$ cat src/rtl/usb_tx.sv
// usb_tx: USB full-speed packet transmitter (SYNC, PID, payload, CRC16)
// with NRZI line coding, bit stuffing and EOP generation.
module usb_tx (
   input  logic       clk,
   input  logic       n_rst,
   input  logic [1:0] tx_packet,
   input  logic [7:0] tx_packet_data,
   input  logic [6:0] tx_packet_data_size,
   output logic       dPlus_out,
   output logic       dMinus_out,
   output logic       tx_done,
   output logic       get_tx_packet
);

   typedef enum logic [3:0] {
      IDLE, SYNC, PID, LOAD, DATA, CRC_LO, CRC_HI, EOP_SE0, EOP_J
   } state_t;

   localparam logic [1:0] PKT_DATA = 2'b01;
   localparam logic [1:0] PKT_ACK  = 2'b10;

   state_t      r_state, w_state;
   logic [3:0]  r_tick, w_tick;
   logic [1:0]  r_phase, w_phase;
   logic [6:0]  r_shift, w_shift;
   logic [2:0]  r_bitcnt, w_bitcnt;
   logic [2:0]  r_ones, w_ones;
   logic [15:0] r_crc, w_crc;
   logic        r_level, w_level;
   logic [1:0]  r_type, w_type;
   logic [6:0]  r_left, w_left;
   logic        w_done, w_get, w_dp, w_dm;
   logic        w_bit_end, w_stuff_due;
   logic        w_emit, w_bit, w_count, w_crc_en, w_load;
   logic [7:0]  w_byte, w_pid;

   function automatic logic [15:0] f_crc(input logic [15:0] c,
                                         input logic b);
      logic [15:0] n;
      n = {1'b0, c[15:1]};
      if (c[0] ^ b) n = n ^ 16'hA001;
      return n;
   endfunction

   always_comb begin
      w_state  = r_state;
      w_tick   = r_tick;
      w_phase  = r_phase;
      w_shift  = r_shift;
      w_bitcnt = r_bitcnt;
      w_ones   = r_ones;
      w_crc    = r_crc;
      w_level  = r_level;
      w_type   = r_type;
      w_left   = r_left;
      w_done   = 1'b0;
      w_get    = 1'b0;
      w_emit   = 1'b0;
      w_bit    = 1'b0;
      w_count  = 1'b0;
      w_crc_en = 1'b0;
      w_load   = 1'b0;
      w_byte   = 8'h00;
      w_pid    = (r_type == PKT_DATA) ? 8'hC3 :
                 (r_type == PKT_ACK)  ? 8'hD2 : 8'h5A;
      // bit periods cycle through 8, 8, 9 clocks
      w_bit_end   = (r_tick == ((r_phase == 2'd2) ? 4'd8 : 4'd7));
      w_stuff_due = (r_ones == 3'd6) &&
                    (r_state inside {PID, DATA, CRC_LO, CRC_HI});

      if (r_state == IDLE) begin
         if (tx_packet != 2'b00) begin
            w_state = SYNC;
            w_tick  = 4'd0;
            w_phase = 2'd0;
            w_ones  = 3'd0;
            w_crc   = 16'hFFFF;
            w_type  = tx_packet;
            w_left  = (tx_packet_data_size > 7'd64) ? 7'd64
                                                    : tx_packet_data_size;
            w_load  = 1'b1;
            w_byte  = 8'h80;
         end
      end else if (!w_bit_end) begin
         w_tick = r_tick + 4'd1;
         if (r_state == LOAD) w_state = DATA;
      end else begin
         w_tick  = 4'd0;
         w_phase = (r_phase == 2'd2) ? 2'd0 : r_phase + 2'd1;
         if (w_stuff_due) begin
            w_emit  = 1'b1;
            w_bit   = 1'b0;
            w_count = 1'b1;
         end else if ((r_state inside {SYNC, PID, DATA, CRC_LO, CRC_HI})
                      && (r_bitcnt != 3'd7)) begin
            w_emit   = 1'b1;
            w_bit    = r_shift[0];
            w_shift  = {1'b0, r_shift[6:1]};
            w_bitcnt = r_bitcnt + 3'd1;
            w_count  = (r_state != SYNC);
            w_crc_en = (r_state == DATA);
         end else begin
            unique case (r_state)
               SYNC: begin
                  w_state = PID;
                  w_load  = 1'b1;
                  w_byte  = w_pid;
               end
               PID, DATA: begin
                  if (r_type != PKT_DATA) begin
                     w_state  = EOP_SE0;
                     w_bitcnt = 3'd0;
                  end else if (r_left != 7'd0) begin
                     w_state = LOAD;
                     w_get   = 1'b1;
                     w_load  = 1'b1;
                     w_byte  = tx_packet_data;
                     w_left  = r_left - 7'd1;
                  end else begin
                     w_state = CRC_LO;
                     w_load  = 1'b1;
                     w_byte  = ~r_crc[7:0];
                  end
               end
               CRC_LO: begin
                  w_state = CRC_HI;
                  w_load  = 1'b1;
                  w_byte  = ~r_crc[15:8];
               end
               CRC_HI: begin
                  w_state  = EOP_SE0;
                  w_bitcnt = 3'd0;
               end
               EOP_SE0: begin
                  if (r_bitcnt == 3'd0) begin
                     w_bitcnt = 3'd1;
                  end else begin
                     w_state = EOP_J;
                     w_level = 1'b1;
                     w_done  = 1'b1;
                  end
               end
               EOP_J:   w_state = IDLE;
               default: w_state = IDLE;
            endcase
         end
      end

      if (w_load) begin
         w_emit   = 1'b1;
         w_bit    = w_byte[0];
         w_shift  = w_byte[7:1];
         w_bitcnt = 3'd0;
         w_count  = (w_state != SYNC);
         w_crc_en = (w_state == LOAD);
      end

      if (w_emit) begin
         if (!w_bit) w_level = ~r_level;
         if (w_count) w_ones = w_bit ? r_ones + 3'd1 : 3'd0;
         if (w_crc_en) w_crc = f_crc(r_crc, w_bit);
      end

      w_dp = w_level;
      w_dm = ~w_level;
      if (w_state == EOP_SE0) begin
         w_dp = 1'b0;
         w_dm = 1'b0;
      end
   end

   always_ff @(posedge clk or posedge n_rst) begin
      if (n_rst) begin
         r_state       <= IDLE;
         r_tick        <= 4'd0;
         r_phase       <= 2'd0;
         r_shift       <= 7'd0;
         r_bitcnt      <= 3'd0;
         r_ones        <= 3'd0;
         r_crc         <= 16'h0000;
         r_level       <= 1'b1;
         r_type        <= 2'b00;
         r_left        <= 7'd0;
         dPlus_out     <= 1'b1;
         dMinus_out    <= 1'b0;
         tx_done       <= 1'b0;
         get_tx_packet <= 1'b0;
      end else begin
         r_state       <= w_state;
         r_tick        <= w_tick;
         r_phase       <= w_phase;
         r_shift       <= w_shift;
         r_bitcnt      <= w_bitcnt;
         r_ones        <= w_ones;
         r_crc         <= w_crc;
         r_level       <= w_level;
         r_type        <= w_type;
         r_left        <= w_left;
         dPlus_out     <= w_dp;
         dMinus_out    <= w_dm;
         tx_done       <= w_done;
         get_tx_packet <= w_get;
      end
   end

endmodule

$ cat config.mk
export PLATFORM = sky130hd
export DESIGN_NAME = usb_tx
export DESIGN_NICKNAME = d
export VERILOG_FILES = /design/src/rtl/usb_tx.sv
export SDC_FILE = /design/constraint.sdc
export NUM_CORES = 1
export LEC_CHECK = 0
export ABC_AREA = 1
export BUFFER_PORTS_ARGS = -buffer_cell sky130_fd_sc_hd__buf_2
export CORE_MARGIN = 5
export CORE_UTILIZATION = 42
export CTS_CLUSTER_SIZE = 24
export DETAILED_ROUTE_END_ITERATION = 10
export SLEW_MARGIN = 30
export SYNTH_ARGS = -nofsm -noshare
export SYNTH_HDL_FRONTEND = slang
export SYNTH_SLANG_ARGS = --single-unit
$ cat constraint.sdc
create_clock -name clk -period 2.3 [get_ports clk]
set_input_delay 0.345 -clock clk [delete_from_list [all_inputs] [get_ports clk]]
set_output_delay 0.345 -clock clk [all_outputs]
set_load 0.01 [all_outputs]
[Word level (Yosys, flattened, before mapping)]
Index checks and enable logic that the tools add are counted.
W data, S select, Z words.
Cells by class
  add/sub/neg operators: 5
  eq/ne operators: 26
  magnitude comparators: 1
  muxes and demuxes: 110
  reductions and logical operators: 21
  bitwise logic cells: 6
Operators with widths (count)
  $mux W7: 14
  $mux W16: 5
  $mux W8: 9
  $mux W1: 49
  $mux W4: 11
  $mux W3: 14
  $pmux W8 S3: 1
  $eq A4 B3 Y1 const B: 5
  $pmux W4 S5: 1
  $not A8 Y8: 2
  $eq A4 B2 Y1 const B: 3
  $reduce_bool A2 Y1: 6
  $reduce_bool A5 Y1: 2
  $pmux W3 S3: 1
  $mux W2: 4
  $ne A2 B1 Y1 const B: 4
  $ne A4 B1 Y1 const B: 2
  $ne A4 B4 Y1 const B: 2
  $gt A7 B7 Y1 const B: 1
  $reduce_and A7 Y1: 1
  $reduce_bool A7 Y1: 1
  $sub A7 B1 Y7 const B: 1
  $add A3 B1 Y3 const B: 2
  $ne A2 B2 Y1 const B: 3
  other kinds (20): 25
Storage, ports and cells
  bits in registers: 53
  output and inout port bits: 4
  word-level logic and storage cells: 183

[Logic depth before layout (Yosys ltp)]
Gate-level depths: netlist of the first run.
  depth after elaboration: 13
  gate-level depth with buffers: 18
  mapped depth without buffers: 17

[Worst setup path after synthesis of the first run]
OpenSTA, ideal clock, no wires.
  path type: register to register
  start: register r_left[0]
  end: register r_crc[4]
  slack: 0.257 ns
  library setup time: 0.119 ns
  required time: 2.181 ns
  arrival time: 1.924 ns
  clock period less this slack: 2.043 ns
  stages on the path, launching flop included: 17
  cells stage by stage: dfrtp_1 -> inv_1 -> ha_1 -> inv_1 -> nor2_1 -> nand3_1 -> nand2_1 -> clkinv_1 -> o211ai_1 -> nand3_2 -> nand3_2 -> nor2_2 -> nand2_4 -> nand2_4 -> buf_6 -> nand2_1 -> nand2_1
On the way
  longest elaborated chain between the ends: 12
Ends and longest elaborated chain
  start, declared: RTL line 31  | logic [6:0] r_left, w_left;
  start signal, assigned: RTL line 198  | r_left <= w_left;
  $reduce_bool A7 Y1: RTL line 113  | end else if (r_left != 7'd0) begin
  $mux W3: RTL line 113
  $mux W3: RTL line 110  | if (r_type != PKT_DATA) begin
  $pmux W4 S5: RTL line 103  | unique case (r_state)
  $mux W4: RTL line 94  | end else if ((r_state inside {SYNC, PID, DATA, CRC_LO, CRC_HI})
  $mux W4: RTL line 90  | if (w_stuff_due) begin
  $mux W4: RTL line 84  | end else if (!w_bit_end) begin
  $mux W4: RTL line 71  | if (r_state == IDLE) begin
  net w_state[2]: RTL line 22  | state_t r_state, w_state;
  $eq A4 B2 Y1: RTL line 155  | w_crc_en = (w_state == LOAD);
  $mux W1: RTL line 149  | if (w_load) begin
  $mux W16: RTL line 161  | if (w_crc_en) w_crc = f_crc(r_crc, w_bit);
  $mux W16: RTL line 158  | if (w_emit) begin
  net w_crc[4]: RTL line 28  | logic [15:0] r_crc, w_crc;
  end signal, assigned: RTL line 195  | r_crc <= w_crc;
  end, declared: RTL line 28
The timed path passes the listed nets, and every way through them passes these cells.
A chain may end at the register's enable or synchronous reset.

[Worst setup path after layout of the first run]
  start: register r_state[0]
  end: register r_crc[7]
On the way
  longest elaborated chain between the ends: 11
Ends and longest elaborated chain
  start, declared: RTL line 22
  start signal, assigned: RTL line 189  | r_state <= w_state;
  $eq A4 B3 Y1, or another cell as far along
  $reduce_or A2 Y1 or $reduce_bool A5 Y1 (tied branches): RTL line 103, 94
  $pmux W4 S5 or $logic_and A1 B1 Y1 (tied branches): RTL line 103, 95
  $mux W4: RTL line 94
  $mux W4: RTL line 90
  $mux W4: RTL line 84
  $mux W4: RTL line 71
  $eq A4 B2 Y1: RTL line 155
  $mux W1: RTL line 149
  $mux W16: RTL line 161
  $mux W16 *: RTL line 158
  net w_crc[7]: RTL line 28
Mark *: on every way through the listed nets, which the timed path passes. The rest lies on a longest branch.

==> flow_summary.toml, run 1 <==
[detailed_routing]
detail_route.wl_per_cell_um = 13.88
highest_layer = "met4"
viasPerCell = 5.113
wl_met1_um = 3918
drtIter0Drc = 194
routed_wl_um = 8382
vias = 3088
drc = 0
dr_wl_met2_um = 3964
drtAntennaViolNets = 0
dr.pass1.iters = 4
wl_met3_um = 358

[timing]
finalHoldViolCount = 0
fin_ws_ps = 118.9
maxSlewHeadroom_pct = 65.53
finalCritPeriodShare_pct = 94.83
skew_ps = 8.507
slew_viol_final = 0
setup_viol = 0
fin_crit_ps = 2181
fmax_mhz = 458.5
hold_ws_ps = 55.25
setup_tns_ps = 0
worstMarginPinSlew_ps = 516.3

[placed_design]
portBuffers = 22
dpl.hpwl_um = 6443
placedCellCount = 592
pre_cts_slack_ps = 78.25
place_congestion = 0.9660

[finish]
layout.nets = 529
n_fill_cell = 817
diodes = 0
area_growth_pct = 15.79
seq_area_mm2 = 0.001330
drive_gt1_share_pct = 24.10
multi_input_area_mm2 = 0.001778
layout.cells.non_filler = 604

[power]
power_density_mw_per_mm2 = 1496
leakagePower_nw = 1.973
ir_drop_mv = 0.5526

[setup_path]
slowest_delay_ps = 460
cp_top_family = "simple AND/OR/NAND/NOR gates"
cp.required_ps = 2510
crit_top_cell = "nor2_4"
path_max_fanout = 9
cp.buffers_inverters = 2
crit_path_start_kind = "flop"
end_kind = "flop"
critPathSlowestCell = "dfrtp_1"
path_cells = "inv_2, nor2_2, nand2_2, nand3_2, nor2_2, nor2_4, nor2_4, nand2_1, nand3_1, nand2_2, nor2_4, nand2_4, buf_6, nand3_1, nand2_1"
critPathKind = "reg -> reg"
arrival_ps = 2390

[die]
io-pin-count = 23
rows = 32
core-area_mm2 = 0.007767
die_y_um = 99.34
die-area_mm2 = 0.009867
die_width_um = 99.34
start_util_pct = 43.15

[global_route]
grt_max_degree = 32
grt_pass1_wl_um = 14610
grt_usage_pct = 18.06
grt_overflow = 0
antenna_found_initial = 0
grt_pass1_vias = 3081

[yosys]
syn_nets = 485
synthFlopType = "dfrtp_1"
synth.avg_cell_area_um2 = 7.335
yosysWarnings = 0
syn_inst = 457
syn_area_mm2 = 0.003352
synth_area_leaders = "dfrtp_1 (38%), nand2_1 (13%), nand3_1 (6.9%)"
synth_top_area_share_pct = 38.07
yosysUniqueCellTypes = 35
synth_edf_count = 0
synth_seq_area_share_pct = 39.64
synth_top_cell_by_area = "dfrtp_1"
ys_ff_latch = 53
synthArstFlopShare_pct = 100.0

[clock_network]
cts_buffers = 5
root_buffer = "clkbuf_8"
h-tree-depth = 2
clkTransAtPathRegs_ps = 90
clk_latency_ps = 310
cts_tree = "yes"
cts_sinks = 53
cts.path.max_buffers = 2
ctsHoldBuffers = 0

[run]
cap_viol_max_count = 0

[run_status]
status = "finished, final reports clean"

[hold_path]
hp-class = "in -> async"
[worst paths after layout]
path,slack (ps),cells after the start,startpoint,end
worst max-delay path,120,15,r_state[0],r_crc[7]
worst max register to register,120,15,r_state[0],r_crc[7]
max in group asynchronous,1680,3,n_rst,r_state[1]
worst min register to register,510,2,r_crc[13],r_crc[12]
worst min-delay path,60,2,n_rst,r_left[5]
min in group clk,280,2,tx_packet[0],r_type[0]
[cell usage after synthesis, drive strengths merged, types with 2 or more instances]
cell      n
a22oi     2
o21ai    47
a21oi     7
buf       6
nor2     41
nand4     6
ha        9
dfrtp    51
or2      12
a31oi     2
clkbuf    4
inv      61
a22o      2
dfstp     2
o22ai     7
xor2      4
o211ai    4
nand2   133
nand3    51
[report_power, final]
group	internal, mW	total, mW	switching (mW)	leakage (nW)
clock network	0.216	0.528	0.311	0.0385
registers	1.35	1.64	0.286	0.638
logic	1.35	3.64	2.29	1.30
[worst reg2reg max path, stage by stage (launching register included)]
cell and delay (ps):
dfrtp_1 460, inv_2 100, nor2_2 60, nand2_2 130, nand3_2 140, nor2_2 150
nor2_4 80, nor2_4 150, nand2_1 100, nand3_1 110, nand2_2 80, nor2_4 140
nand2_4 110, buf_6 160, nand3_1 70, nand2_1 60
[area by class of cell]
class                           count  area share (%)
Tap cell                          102           3.288
Sequential cell                    53           34.27
Timing Repair Buffer               47           8.414
Multi-Input combinational cell    332           45.81
Inverter                           62           6.061
Clock buffer                        7           1.966
Clock inverter                      1          0.1934
[cells by family (layout without fill, tap and decap cells)]
group           Yosys count  in the layout  synth area share [%]
compound gates           73             73                 12.54
xor+xnor                  5              5                 1.306
fa+ha+maj                 9              9                 3.360
buf+inv                  72            117                 8.473
flops                    53             53                 39.64
simple gates            245            245                 34.68
[per-stage QoR]
step	instance area (um^2)	utilization (%)	total power, mW
global route	3881	49.97	6.410
finish	3881	49.97	5.806
detailed placement	3709	47.74	5.096
CTS	3792	48.82	5.663
floorplan	3352	-	4.175
global placement	3709	47.74	5.090
[cell usage in the layout, fill, tap and decap left out, types with 2 or more instances in the layout]
master,count
clkbuf_1,2
buf_12,2
a22o_1,2
nand2_1,118
xor2_1,4
nand4_1,6
o211ai_1,4
dfrtp_1,50
o21ai_1,9
nor2_1,24
inv_1,49
nand2_4,4
nor2_2,11
inv_2,11
a22oi_1,2
dfstp_2,2
ha_1,9
a31oi_1,2
buf_4,22
or2_2,12
o21ai_0,35
a21oi_1,6
clkbuf_8,5
o21ai_2,3
buf_2,22
nor2_4,6
nand3_1,46
nand3_2,5
nand2_2,10
o22ai_1,7
[metal layers]
layer,vias up,global-route usage [%]
met4,0,5.882
met2,68,29.34
met3,10,2.174
met5,-,0
li1,1568,-
met1,1442,25.07
[flip-flops by register name, indices dropped and copies added (netlist names)]
register	count
r_phase	2
tx_done	1
r_shift	7
r_crc	16
r_tick	4
r_left	7
r_state	4
get_tx_packet	1
r_level	1
r_type	2
r_bitcnt	3
dMinus_out	1
r_ones	3
dPlus_out	1
[what timing repair did]
| action | CTS | global route |
|---|---|---|
| setup buffers | 0 | 4 |
| endpoints found under the hold margin | 0 | 0 |
| resized for setup | 0 | 16 |
| setup endpoints to repair | 0 | 27 |
Note: power is estimated with default switching activity, not from simulation.
==> run 2: changes to the inputs <==
- CORE_UTILIZATION: 42 -> 45
- clock period: 2.3 -> 2.25 ns (I/O delays scaled with it)
==> flow_summary.toml, run 2 (synthesized netlist as in run 1, its figures left out) <==
[power]
swShare_pct = 48.16
leakagePower_nw = 2.024
power.internal_mw = 3.266
p_sw_mw = 3.034
fin_total_pwr_mw = 6.300
seq_power_share_pct = 27.0
clockPowerShare_pct = 11.0
p_comb_share_pct = 62.0
ir_drop_mv = 0.5769
power_density_mw_per_mm2 = 1569

[finish]
layout.nets = 532
drive_gt1_share_pct = 26.73
layout.cells.non_filler = 604
area_growth_pct = 19.78
final_cell_mix = "nand2_1 (116), inv_1 (49), dfrtp_1 (47)"
final_util_pct = 55.36
fin_area_mm2 = 0.004015
mostFrequentLayoutCell = "nand2_1"
top_register = "r_crc"
largest_reg_flops = 16
diodes = 0
largest_registers = "r_crc (16), r_left (7), r_shift (7)"

[clock_network]
cts_tree = "yes"
cts_sinks = 53
cts_buffers = 5
clkTransAtPathRegs_ps = 100
ctsHoldBuffers = 0
root_buffer = "clkbuf_8"
h-tree-depth = 2
cts.path.max_buffers = 2
clk_latency_ps = 310

[timing]
fin_ws_ps = 111.2
fmax_mhz = 467.5
hold_ws_ps = 16.65
skew_ps = 6.742
finalHoldViolCount = 0
worstMarginPinSlew_ps = 443.5
slew_viol_final = 0
grt_setup_unrepaired = "true"
finalCritPeriodShare_pct = 95.06
setup_viol = 0
maxSlewHeadroom_pct = 70.39
fin_crit_ps = 2139
setup_tns_ps = 0

[global_route]
grt_pass1_vias = 2958
grt_overflow = 0
grt_usage_pct = 19.46
grt_max_degree = 35
antenna_found_initial = 0
grt_pass1_wl_um = 14080

[die]
core-area_mm2 = 0.007253
rows = 31
start_util_pct = 46.21
die-area_mm2 = 0.009275
die_y_um = 96.31
die_width_um = 96.31
io-pin-count = 23

[setup_path]
arrival_ps = 2360
critPathSlowestCell = "dfrtp_2"
path_max_fanout = 6
end_kind = "flop"
cp.buffers_inverters = 3
cp_top_family = "simple AND/OR/NAND/NOR gates"
critPathKind = "reg -> reg"
crit_path_start_kind = "flop"
slowest_delay_ps = 450
cp.required_ps = 2470
path_cells = "inv_2, nor2_2, nand2_2, nand2_4, inv_4, nand2_2, nand2_4, nand2_2, nor2_4, nand2_2, nand3_2, nand2_2, nor2_4, nand2_4, clkbuf_16, nand3_1, nand2_1"
crit_top_cell = "nand2_2"

[detailed_routing]
drc = 0
drtIter0Drc = 167
dr.pass1.iters = 4
drtAntennaViolNets = 0
viasPerCell = 5.081
vias = 3069
detail_route.wl_per_cell_um = 13.57
routed_wl_um = 8199

[placed_design]
place_congestion = 0.8894
placedCellCount = 585
portBuffers = 22
pre_cts_slack_ps = 85.41
placedInstanceArea_mm2 = 0.003687
dpl.hpwl_um = 6034

[run_status]
status = "finished, final reports clean"

[run]
cap_viol_max_count = 0

[hold_path]
hp-class = "in -> async"
run 2: changes by cell type in the layout (fill, tap and decap cells not counted), sizes merged:
cell    previous run  this run
buf               47        49
bufinv             0         1
run 2: path summary, 6_finish.rpt:
| check | startpoint | to | slack (ps) | cells after the start |
|---|---|---|---|---|
| worst max-delay path | r_state[1] | r_crc[10] | 110 | 17 |
| worst min-delay path | n_rst | r_phase[0] | 20 | 2 |
| worst max register to register | r_state[1] | r_crc[10] | 110 | 17 |
| worst min register to register | r_crc[10] | r_crc[9] | 490 | 2 |
| max in group asynchronous | n_rst | r_state[3] | 1690 | 3 |
| min in group clk | tx_packet[0] | r_type[0] | 270 | 2 |
run 2: layer usage:
| metal | GRT usage [%] | wire (um) |
|---|---|---|
| met1 | 27.20 | 3943 |
| met2 | 31.11 | 3836 |
| met3 | 3.206 | 297 |
| met4 | 5.491 | 123 |
| met5 | 0 | 0 |
run 2: final cells by class:
cell class,count,area (um^2)
clock inverters,2,37.54
inverters,62,240.2
multi-input cells,332,1834
flip-flops and latches,53,1334
clock buffers,6,82.58
well taps,99,123.9
repair buffers,50,362.8
fillers,697,3238
run 2: power by group through the flow:
stage | Sequential, mW | Clock, mW | Combinational [mW]
floorplan | 1.62 | 0 | 2.65
global placement | 1.67 | 0 | 3.45
detailed placement | 1.68 | 0 | 3.48
finish | 1.70 | 0.694 | 3.91
global route | 1.76 | 0.753 | 4.43
CTS | 1.67 | 0.712 | 3.50
run 2: worst reg2reg max path, stage by stage, from the launching register on:
cell	delay (ps)
dfrtp_2	450
inv_2	90
nor2_2	50
nand2_2	120
nand2_4	80
inv_4	70
nand2_2	70
nand2_4	90
nand2_2	60
nor2_4	170
nand2_2	70
nand3_2	70
nand2_2	70
nor2_4	140
nand2_4	130
clkbuf_16	190
nand3_1	60
nand2_1	60
run 2: timing repair:
action | CTS | global route
setup buffers | 0 | 10
setup endpoints to repair | 0 | 37
gates resized for setup | 0 | 34
==> run 3: changes to the inputs <==
- CELL_PAD_IN_SITES_DETAIL_PLACEMENT: not set -> 1
- CELL_PAD_IN_SITES_GLOBAL_PLACEMENT: not set -> 2
- CORE_UTILIZATION: 45 -> 35
- PLACE_DENSITY_LB_ADDON: not set -> 0.1
==> flow_summary.toml, run 3 (synthesized netlist as in run 1, its figures left out) <==
[run_status]
status = "finished, final reports clean"

[setup_path]
critPathSlowestCell = "dfrtp_2"
startpoint = "r_state[0]"
critPathKind = "reg -> reg"
arrival_ps = 2420
worst-r2r-cell-count = 17
path_max_fanout = 6
r2r_end = "r_crc[13]"
regToRegSetupSlack_ps = 60
crit_end = "r_crc[13]"
end_kind = "flop"
crit_path_start_kind = "flop"
slowest_delay_ps = 490
cp.required_ps = 2480
r2r_start = "r_state[0]"
path_cells = "inv_2, nand2_1, nor2_4, nor2_2, nand2_4, nand2_4, buf_4, nand2_1, inv_2, nand2_2, nand2_2, nand3_2, nor2_4, nand2_4, buf_4, nand3_1, nand2_1"

[clock_network]
cts_sinks = 53
clkTransAtPathRegs_ps = 110
clk_latency_ps = 320
cts.path.max_buffers = 2
h-tree-depth = 2
cts_tree = "yes"
cts_buffers = 5
root_buffer = "clkbuf_8"

[global_route]
grt_overflow = 0
antenna_found_initial = 0
grt_usage_pct = 17.69
grt_max_degree = 28
grt_pass1_wl_um = 16210
grt_pass1_vias = 3176

[finish]
final_cell_mix = "nand2_1 (112), inv_1 (48), dfrtp_1 (48)"
diodes = 0
top_register = "r_crc"
final_util_pct = 44.64
largest_registers = "r_crc (16), r_left (7), r_shift (7)"
layout.cells.non_filler = 645
layout.nets = 543
largest_reg_flops = 16
area_growth_pct = 23.63
fin_area_mm2 = 0.004144
mostFrequentLayoutCell = "nand2_1"
drive_gt1_share_pct = 29.26

[timing]
fin_ws_ps = 58.48
slew_viol_final = 0
finalCritPeriodShare_pct = 97.40
fmax_mhz = 456.3
finalHoldViolCount = 0
hold_ws_ps = 74.13
setup_viol = 0
worstMarginPinSlew_ps = 606.9
grt_setup_unrepaired = "true"
skew_ps = 13.52
maxSlewHeadroom_pct = 59.48
fin_crit_ps = 2192
setup_tns_ps = 0

[die]
die_y_um = 107.9
die_width_um = 107.9
io-pin-count = 23
die-area_mm2 = 0.01163
rows = 35
core-area_mm2 = 0.009284
start_util_pct = 36.11

[detailed_routing]
drc = 0
routed_wl_um = 10220
drtAntennaViolNets = 0
vias = 3204
dr.pass1.iters = 4
drtIter0Drc = 120
detail_route.wl_per_cell_um = 15.84
viasPerCell = 4.967

[power]
clockPowerShare_pct = 10.3
power_density_mw_per_mm2 = 1595
leakagePower_nw = 2.077
p_sw_mw = 3.290
swShare_pct = 49.77
ir_drop_mv = 0.4365
fin_total_pwr_mw = 6.611
power.internal_mw = 3.320
p_comb_share_pct = 63.7
seq_power_share_pct = 26.0

[placed_design]
placedInstanceArea_mm2 = 0.003785
placedCellCount = 623
portBuffers = 22
place_congestion = 0.8534
pre_cts_slack_ps = 1.027
dpl.hpwl_um = 7568

[run]
cap_viol_max_count = 0

[hold_path]
hp-class = "in -> async"
## run 3: cell count changes in the layout (fill, tap and decap cells not counted), sizes merged
cell	previous run	this run
clkinvlp	1	0
buf	49	61
clkbuf	7	6
clkinv	1	2
## run 3: critical path, delay by kind of cell (launching register included)
kind                   cells  cell delay [ps]
AND/OR/NAND/NOR           13             1160
buffers and inverters      4              450
flip-flops                 1              490
## run 3: layout make-up
type | instances | area [um^2]
fillers | 1192 | 5140
clock buffers | 6 | 72.57
flip-flops and latches | 53 | 1333
well taps | 129 | 161.4
inverters | 62 | 237.7
multi-input cells | 332 | 1869
repair buffers | 61 | 431.7
clock inverters | 2 | 38.79
## run 3: how the worst min path moves through the flow
stage / startpoint / endpoint / slack [ps] / cells after the start
after global placement: n_rst / r_left[5] / 450 / 2
after floorplan: r_crc[13] / r_crc[12] / 440 / 2
after global routing: n_rst / r_left[5] / 130 / 2
final: n_rst / r_left[5] / 70 / 2
after detailed placement: n_rst / r_left[5] / 450 / 2
after CTS: n_rst / r_left[5] / 100 / 2
## run 3: timing repair
action | 4_1_cts | 5_1_grt
pin swaps | 0 | 5
buffers inserted | 0 | 14
hold buffers | 0 | 0
gates resized for setup | 1 | 43
setup endpoints to repair | 10 | 36
## run 3: power groups by stage
stage          Sequential [mW]  Combinational [mW]  Clock [mW]
2_1_floorplan             1.62                2.65           0
3_3_place_gp              1.68                3.69           0
3_5_place_dp              1.70                3.76           0
4_1_cts                   1.68                3.78       0.702
5_1_grt                   1.77                4.70       0.740
6_report                  1.72                4.21       0.682
## run 3: layer usage
metal  vias to the layer above  share of wire [%]  GRT usage (%)
met4                         0                1.6          3.246
met3                        13                1.9          2.340
met5                         -                  0              0
met2                        37                 47          29.66
li1                       1599                  -              -
met1                      1555                 49          24.49
